===== src/rtl/cbm2_keyboard.sv =====
// PS/2 key events to CBM-II 16x6 keyboard matrix for TPI2.
// Events pass through a 3-stage pipeline (capture, keymap lookup, apply) into a registered matrix.
module cbm2_keyboard #(
  parameter int ROWS = 6,
  parameter int COLS = 16
) (
  input  logic            clk_sys,
  input  logic            reset,
  input  logic [10:0]     ps2_key,
  input  logic            release_all,
  input  logic [COLS-1:0] kbd_out,
  output logic [ROWS-1:0] kbd_in,
  output logic            shift_lock,
  output logic [6:0]      keys_down
);

  logic            tog;
  logic            v0, p0_pressed, p0_ext;
  logic [7:0]      p0_code;
  logic            v1, p1_pressed, p1_hit, p1_caps;
  logic [3:0]      p1_col;
  logic [2:0]      p1_row;
  logic [7:0]      rom_q;
  logic            new_evt;
  logic            cur_bit;
  logic [COLS-1:0][ROWS-1:0] matrix, eff;
  logic [ROWS-1:0] row_hit;

  assign new_evt = ps2_key[10] != tog;

  // Keymap: {hit, col[3:0], row[2:0]} indexed by {ext, code}
  always_comb begin
    rom_q = '0;
    case ({p0_ext, p0_code})
      9'h076: rom_q = {1'b1, 4'd0,  3'd5};  9'h014: rom_q = {1'b1, 4'd0,  3'd4};
      9'h00D: rom_q = {1'b1, 4'd0,  3'd3};
      9'h016: rom_q = {1'b1, 4'd1,  3'd0};  9'h015: rom_q = {1'b1, 4'd1,  3'd1};
      9'h01E: rom_q = {1'b1, 4'd2,  3'd0};  9'h01C: rom_q = {1'b1, 4'd2,  3'd1};
      9'h01D: rom_q = {1'b1, 4'd2,  3'd2};  9'h01A: rom_q = {1'b1, 4'd2,  3'd3};
      9'h026: rom_q = {1'b1, 4'd3,  3'd0};  9'h024: rom_q = {1'b1, 4'd3,  3'd1};
      9'h01B: rom_q = {1'b1, 4'd3,  3'd2};  9'h022: rom_q = {1'b1, 4'd3,  3'd3};
      9'h025: rom_q = {1'b1, 4'd4,  3'd0};  9'h02D: rom_q = {1'b1, 4'd4,  3'd1};
      9'h023: rom_q = {1'b1, 4'd4,  3'd2};  9'h021: rom_q = {1'b1, 4'd4,  3'd3};
      9'h02E: rom_q = {1'b1, 4'd5,  3'd0};  9'h02C: rom_q = {1'b1, 4'd5,  3'd1};
      9'h02B: rom_q = {1'b1, 4'd5,  3'd2};  9'h02A: rom_q = {1'b1, 4'd5,  3'd3};
      9'h036: rom_q = {1'b1, 4'd6,  3'd0};  9'h035: rom_q = {1'b1, 4'd6,  3'd1};
      9'h034: rom_q = {1'b1, 4'd6,  3'd2};  9'h032: rom_q = {1'b1, 4'd6,  3'd3};
      9'h175: rom_q = {1'b1, 4'd6,  3'd5};
      9'h03D: rom_q = {1'b1, 4'd7,  3'd0};  9'h03C: rom_q = {1'b1, 4'd7,  3'd1};
      9'h033: rom_q = {1'b1, 4'd7,  3'd2};  9'h031: rom_q = {1'b1, 4'd7,  3'd3};
      9'h172: rom_q = {1'b1, 4'd7,  3'd5};
      9'h03E: rom_q = {1'b1, 4'd8,  3'd0};  9'h043: rom_q = {1'b1, 4'd8,  3'd1};
      9'h03B: rom_q = {1'b1, 4'd8,  3'd2};  9'h03A: rom_q = {1'b1, 4'd8,  3'd3};
      9'h012: rom_q = {1'b1, 4'd8,  3'd4};  9'h16B: rom_q = {1'b1, 4'd8,  3'd5};
      9'h046: rom_q = {1'b1, 4'd9,  3'd0};  9'h044: rom_q = {1'b1, 4'd9,  3'd1};
      9'h042: rom_q = {1'b1, 4'd9,  3'd2};  9'h041: rom_q = {1'b1, 4'd9,  3'd3};
      9'h174: rom_q = {1'b1, 4'd9,  3'd5};
      9'h045: rom_q = {1'b1, 4'd10, 3'd0};  9'h04D: rom_q = {1'b1, 4'd10, 3'd1};
      9'h04B: rom_q = {1'b1, 4'd10, 3'd2};  9'h05A: rom_q = {1'b1, 4'd10, 3'd3};
      9'h059: rom_q = {1'b1, 4'd11, 3'd3};  9'h029: rom_q = {1'b1, 4'd11, 3'd4};
      9'h066: rom_q = {1'b1, 4'd12, 3'd0};
      default: rom_q = '0;
    endcase
  end

  // Shift lock appears as a held left shift (col 8, row 4) without touching the matrix
  always_comb begin
    eff = matrix;
    eff[8][4] = matrix[8][4] | shift_lock;
  end

  always_comb begin
    row_hit = '0;
    for (int unsigned c = 0; c < COLS; c++) begin
      for (int unsigned r = 0; r < ROWS; r++) begin
        row_hit[r] = row_hit[r] | (~kbd_out[c] & eff[c][r]);
      end
    end
  end

  assign cur_bit = matrix[p1_col][p1_row];

  always_ff @(posedge clk_sys) begin
    if (reset) begin
      tog <= ps2_key[10];
      v0  <= 1'b0;
    end else begin
      v0 <= new_evt;
      if (new_evt) begin
        tog        <= ps2_key[10];
        p0_pressed <= ps2_key[9];
        p0_ext     <= ps2_key[8];
        p0_code    <= ps2_key[7:0];
      end
    end
  end

  always_ff @(posedge clk_sys) begin
    if (reset) v1 <= 1'b0;
    else       v1 <= v0;
    p1_pressed <= p0_pressed;
    p1_hit     <= rom_q[7];
    p1_col     <= rom_q[6:3];
    p1_row     <= rom_q[2:0];
    p1_caps    <= ({p0_ext, p0_code} == 9'h058);
  end

  always_ff @(posedge clk_sys) begin
    if (reset) begin
      matrix     <= '0;
      shift_lock <= 1'b0;
      keys_down  <= '0;
      kbd_in     <= '1;
    end else begin
      kbd_in <= ~row_hit;
      if (release_all) begin
        matrix     <= '0;
        shift_lock <= 1'b0;
        keys_down  <= '0;
      end else if (v1) begin
        if (p1_caps) begin
          if (p1_pressed) shift_lock <= ~shift_lock;
        end else if (p1_hit) begin
          if (p1_pressed && !cur_bit) begin
            matrix[p1_col][p1_row] <= 1'b1;
            keys_down <= keys_down + 7'd1;
          end else if (!p1_pressed && cur_bit) begin
            matrix[p1_col][p1_row] <= 1'b0;
            keys_down <= keys_down - 7'd1;
          end
        end
      end
    end
  end

endmodule


===== config.mk =====
export PLATFORM = sky130hd
export DESIGN_NAME = cbm2_keyboard
export DESIGN_NICKNAME = d
export VERILOG_FILES = /design/src/rtl/cbm2_keyboard.sv
export SDC_FILE = /design/constraint.sdc
export NUM_CORES = 1
export LEC_CHECK = 0
export ABC_AREA = 1
export CAP_MARGIN = 20
export CORE_ASPECT_RATIO = 1.75
export CORE_MARGIN = 2
export CORE_UTILIZATION = 40
export DETAILED_ROUTE_END_ITERATION = 10
export GPL_TIMING_DRIVEN = 0
export SLEW_MARGIN = 20
export SYNTH_ARGS = -nofsm -noshare
export SYNTH_HDL_FRONTEND = slang
export SYNTH_SLANG_ARGS = --single-unit

===== constraint.sdc =====
create_clock -name clk_sys -period 3.19 [get_ports clk_sys]
set_input_delay 0.957 -clock clk_sys [delete_from_list [all_inputs] [get_ports clk_sys]]
set_output_delay 0.957 -clock clk_sys [all_outputs]
set_load 0.02 [all_outputs]

==> impl.org <==
** Status
- The run finished, with violations left.
- The final reports fail on negative setup slack.

** Floorplanning
- Floorplan die width :: 109 um
- After floorplanning, the core was sized to cover 19,000 um2.
- Pin placement for this block handled 44 I/O pins.
- The floorplan has 67 rows.
- Vertical die dimension :: 188 um
- The initial utilization of the core area, before any placement, comes to 40.5%.
- Die Outline Area :: 20,400 um2

** Clocking
- In this run, CTS created clock tree buffers numbering 17.
- Clock root buffer :: clkbuf_16
- At the later pin of the worst-skew pair, clock insertion delay measures 0.44 ns.
- Counting every sink on the clock net gives 133.
- CTS tree :: yes
- CTS built an H-tree with a depth of 4.
- Buffers inserted to repair hold after CTS numbered 0.
- Maximum number of buffers from clock root to sink :: 2
- Worst-path clk slew :: 0.06 ns

** Power
- In this run the power density over the cells is 428 nW/um2.
- Internal cell power :: 3.05 mW
- Switching power total :: 1.11 mW
- Of the total power, the clock network draws 49.1%.
- Registers are responsible for 41.4% of the overall power.
- IR analysis of the VDD net gives a maximum drop of 0.000486 V.
- In this run, the combinational gates consume 9.5% of the power.
- Leakage :: 3.82 nW
- Sw Share :: 26.6%

** Detailed routing
- Final Routed Wirelength :: 35,700 um
- For this run, the detailed router's first-pass iteration total came to 8.
- Using the TritonRoute via totals, the vias-per-cell ratio works out to 5.93.
- Drt wl/cell :: 24.8 um
- Summed over all nets, wire length on met3 after detailed routing comes to 2280 um.
- After detailed routing, no signal wire sits above met4.
- Residual antenna-violating net count after detailed routing :: 0
- Detailed routing inserted a total of 8,527 vias.
- Met2 wirelength from detailed routing :: 17,800 um
- Metal-1 WL :: 12,100 um
- Detailed Route Iter0 Violations :: 748
- Number of remaining DRC errors :: 0

** Placed design
- At the end of routability-driven placement, the weighted congestion stood at 1.03.
- In this run the tool buffered the top-level ports with 43 buffer cells.
- Count of placed standard cells including taps :: 1,370
- Worst-case setup slack after placement :: -0.806 ns
- HPWL after detailed placement :: 26,200 um
- Placed standard-cell area :: 8440 um2

** Logic synthesis
- Of all cell types, the one taking the most synthesized area is dfxtp_1.
- Number of standard cells after synthesis :: 1,086
- Flop and latch count out of synthesis :: 133
- Share of flip-flops with an asynchronous set or reset after synthesis :: 0%
- After synthesis, the largest area contributor takes up 31.7% of total cell area.
- For this run, the number of Yosys warnings is 0.
- Top cells by area, synth :: dfxtp_1 (32%), nand2_1 (14%), a311oi_1 (8.4%)
- The number of nets in the synthesized netlist is 1,123.
- Area of the mapped netlist :: 7700 um2
- For this run, the register share of the synthesized area comes to 36.0%.
- Mean area per synthesized cell :: 7.09 um2
- Among all flip-flop cells after synthesis, the most frequent one is dfxtp_1.
- Count of flip-flops with a built-in enable after synthesis :: 11
- Count of distinct cell types in the synthesized netlist :: 46

** Timing
- The number of slew-limit violations in the final report was 0.
- RSZ-0062 raised after global routing :: true
- Setup Viol. Count Final :: 1
- On the final layout, the worst hold slack is 0.348 ns.
- Transition time at the pin with the least slew margin :: 1.05 ns
- Period utilisation layout :: 101%
- Clock skew on the completed layout was measured at 0.00866 ns.
- Fmax :: 0.312 GHz
- Headroom to the max-slew limit :: 29.6%
- After layout, the minimum clock period comes to 3.21 ns.
- After layout, the worst setup slack is -0.0183 ns.
- The number of hold violations in the final report was 0.

** Finish
- The net count of the finished layout is 1,221.
- Most common cell after layout, fill and taps aside :: nand2_1
- P&R area growth vs syn :: 26.2%
- Measured on the finished design, the core utilization comes to 51.1%.
- Antenna diode count :: 0
- Final std cell area, no fill :: 9720 um2
- The post-route netlist has 15.8% of its cells at a drive strength greater than 1.
- Fill cell count :: 1,918
- Non-filler cells in the finished layout :: 1,438
- Commonest cells after routing, fill and taps aside :: nand2_1 (283), dfxtp_1 (120), a21oi_1 (102), nor2_1 (89), inv_1 (87)

** Global route
- The number of antenna violations at the first check in global routing is 0.
- Maximum number of pins on one net before global-route repair :: 17
- First-pass GRT wire length :: 50,900 um
- Global routing finished with a remaining overflow of 0.
- Via count of the first global-routing pass :: 8,127
- Across every metal layer, demand over resource in global routing totals 35.0%.

** Worst setup path
- STA classifies the critical path startpoint as a register.
- Cell depth of the worst flop-to-flop path :: 24
- Worst endpoint required time :: 3.55 ns
- For the worst setup path, the data arrival time is 3.57 ns.
- Along the worst path, the maximum fanout reaches 10.
- STA classifies the critical path endpoint as a register.
- The critical path is of the reg2reg type.

** Hold path
- In this run the worst hold path is classified as reg2reg.
- Hold Path Stages :: 0

** Job
- The tool flagged a number of max-cap violations equal to 0.
==> stage by stage <==
stage / power (mW) / TNS (ns)
floorplan: 1.94 / 0
global placement: 2.09 / -29.49
detailed placement: 2.09 / -26.98
CTS: 4.13 / -0.0762
global route: 4.27 / -0.423
finish: 4.16 / -0.0183
==> routing by layer <==
metal	up-vias	track usage [%]
li1	3956	-
met1	3940	35.6
met2	455	59.6
met3	176	6.88
met4	0	29.4
met5	-	0
==> synthesized netlist by cell type (3+ instances only) <==
cell,n
nand2_1,288
dfxtp_1,122
a21oi_1,106
nor2_1,93
inv_1,89
a311oi_1,74
o21ai_0,53
nand3_1,38
buf_2,26
clkbuf_1,18
inv_2,16
a221oi_1,15
nor3_1,14
nand4_1,13
nor2_4,13
a31oi_1,11
edfxtp_1,11
o22ai_1,10
buf_4,9
buf_6,8
ha_1,6
nor2_2,6
a311oi_2,4
nand2_2,4
o21a_1,4
xor2_1,4
nand3b_1,3
o21ai_1,3
xnor2_1,3
==> power groups by stage <==
stage	combinational, mW	sequential (mW)	clock (mW)
2_1_floorplan	0.183	1.75	0
3_3_place_gp	0.336	1.76	0
3_5_place_dp	0.332	1.76	0
4_1_cts	0.356	1.72	2.06
5_1_grt	0.410	1.72	2.14
6_report	0.393	1.72	2.04
==> worst paths after layout <==
path,start,end,slack (ns)
min,p0_pressed$_DFFE_PP_,p1_pressed$_DFF_P_,0.35
min reg2reg,p0_pressed$_DFFE_PP_,p1_pressed$_DFF_P_,0.35
max,p1_col[0]$_DFF_P_,keys_down[6]$_SDFFE_PP0P_,-0.02
max reg2reg,p1_col[0]$_DFF_P_,keys_down[6]$_SDFFE_PP0P_,-0.02
==> what timing repair did <==
| item | CTS | global route |
|---|---|---|
| resized for setup | 42 | 49 |
| gates cloned | 0 | 2 |
| endpoints found under the setup margin | 95 | 99 |
| setup buffers | 14 | 21 |
| pin swaps | 5 | 10 |
==> cell families (layout without fill, tap and decap cells) <==
group                      count (synthesis)  in the layout  synth area share (%)
adders and majority gates                  7              7                  1.23
buffers and inverters                    166            277                  9.73
and+or+nand+nor                          483            483                  27.6
AOI/OAI and AO/OA                        290            290                  24.6
DFF                                      133            133                  36.0
xor gates and xnor gates                   7              7                 0.796
==> layout make-up <==
| class | instances | area, um2 | share of cell area (%) |
|---|---|---|---|
| Clock inverter | 13 | 141 | 1.45 |
| Buffer | 60 | 499 | 5.13 |
| Sequential cell | 133 | 2780 | 28.6 |
| Inverter | 105 | 417 | 4.29 |
| Tap cell | 241 | 302 | 3.10 |
| Clock buffer | 19 | 464 | 4.77 |
| Multi-Input combinational cell | 787 | 4320 | 44.4 |
| Timing Repair Buffer | 80 | 803 | 8.26 |
==> critical path, stage by stage (launching register included) <==
cell and delay, ns:
dfxtp_4 0.40, buf_4 0.24, o21ai_0 0.12, nand2_1 0.06, nand2_1 0.07, nand2_1 0.16
nand2_1 0.07, nor2_1 0.12, nor2_1 0.05, nor2_1 0.10, nand2_1 0.07, nor2_2 0.11
ha_2 0.18, buf_6 0.12, inv_8 0.06, clkbuf_16 0.17, buf_4 0.14, ha_4 0.28
nand2_2 0.05, inv_1 0.04, nand4_1 0.07, o211ai_1 0.11, xor2_1 0.16, nand2_1 0.08
a21oi_2 0.11
Power figures use the tool's default switching activity.
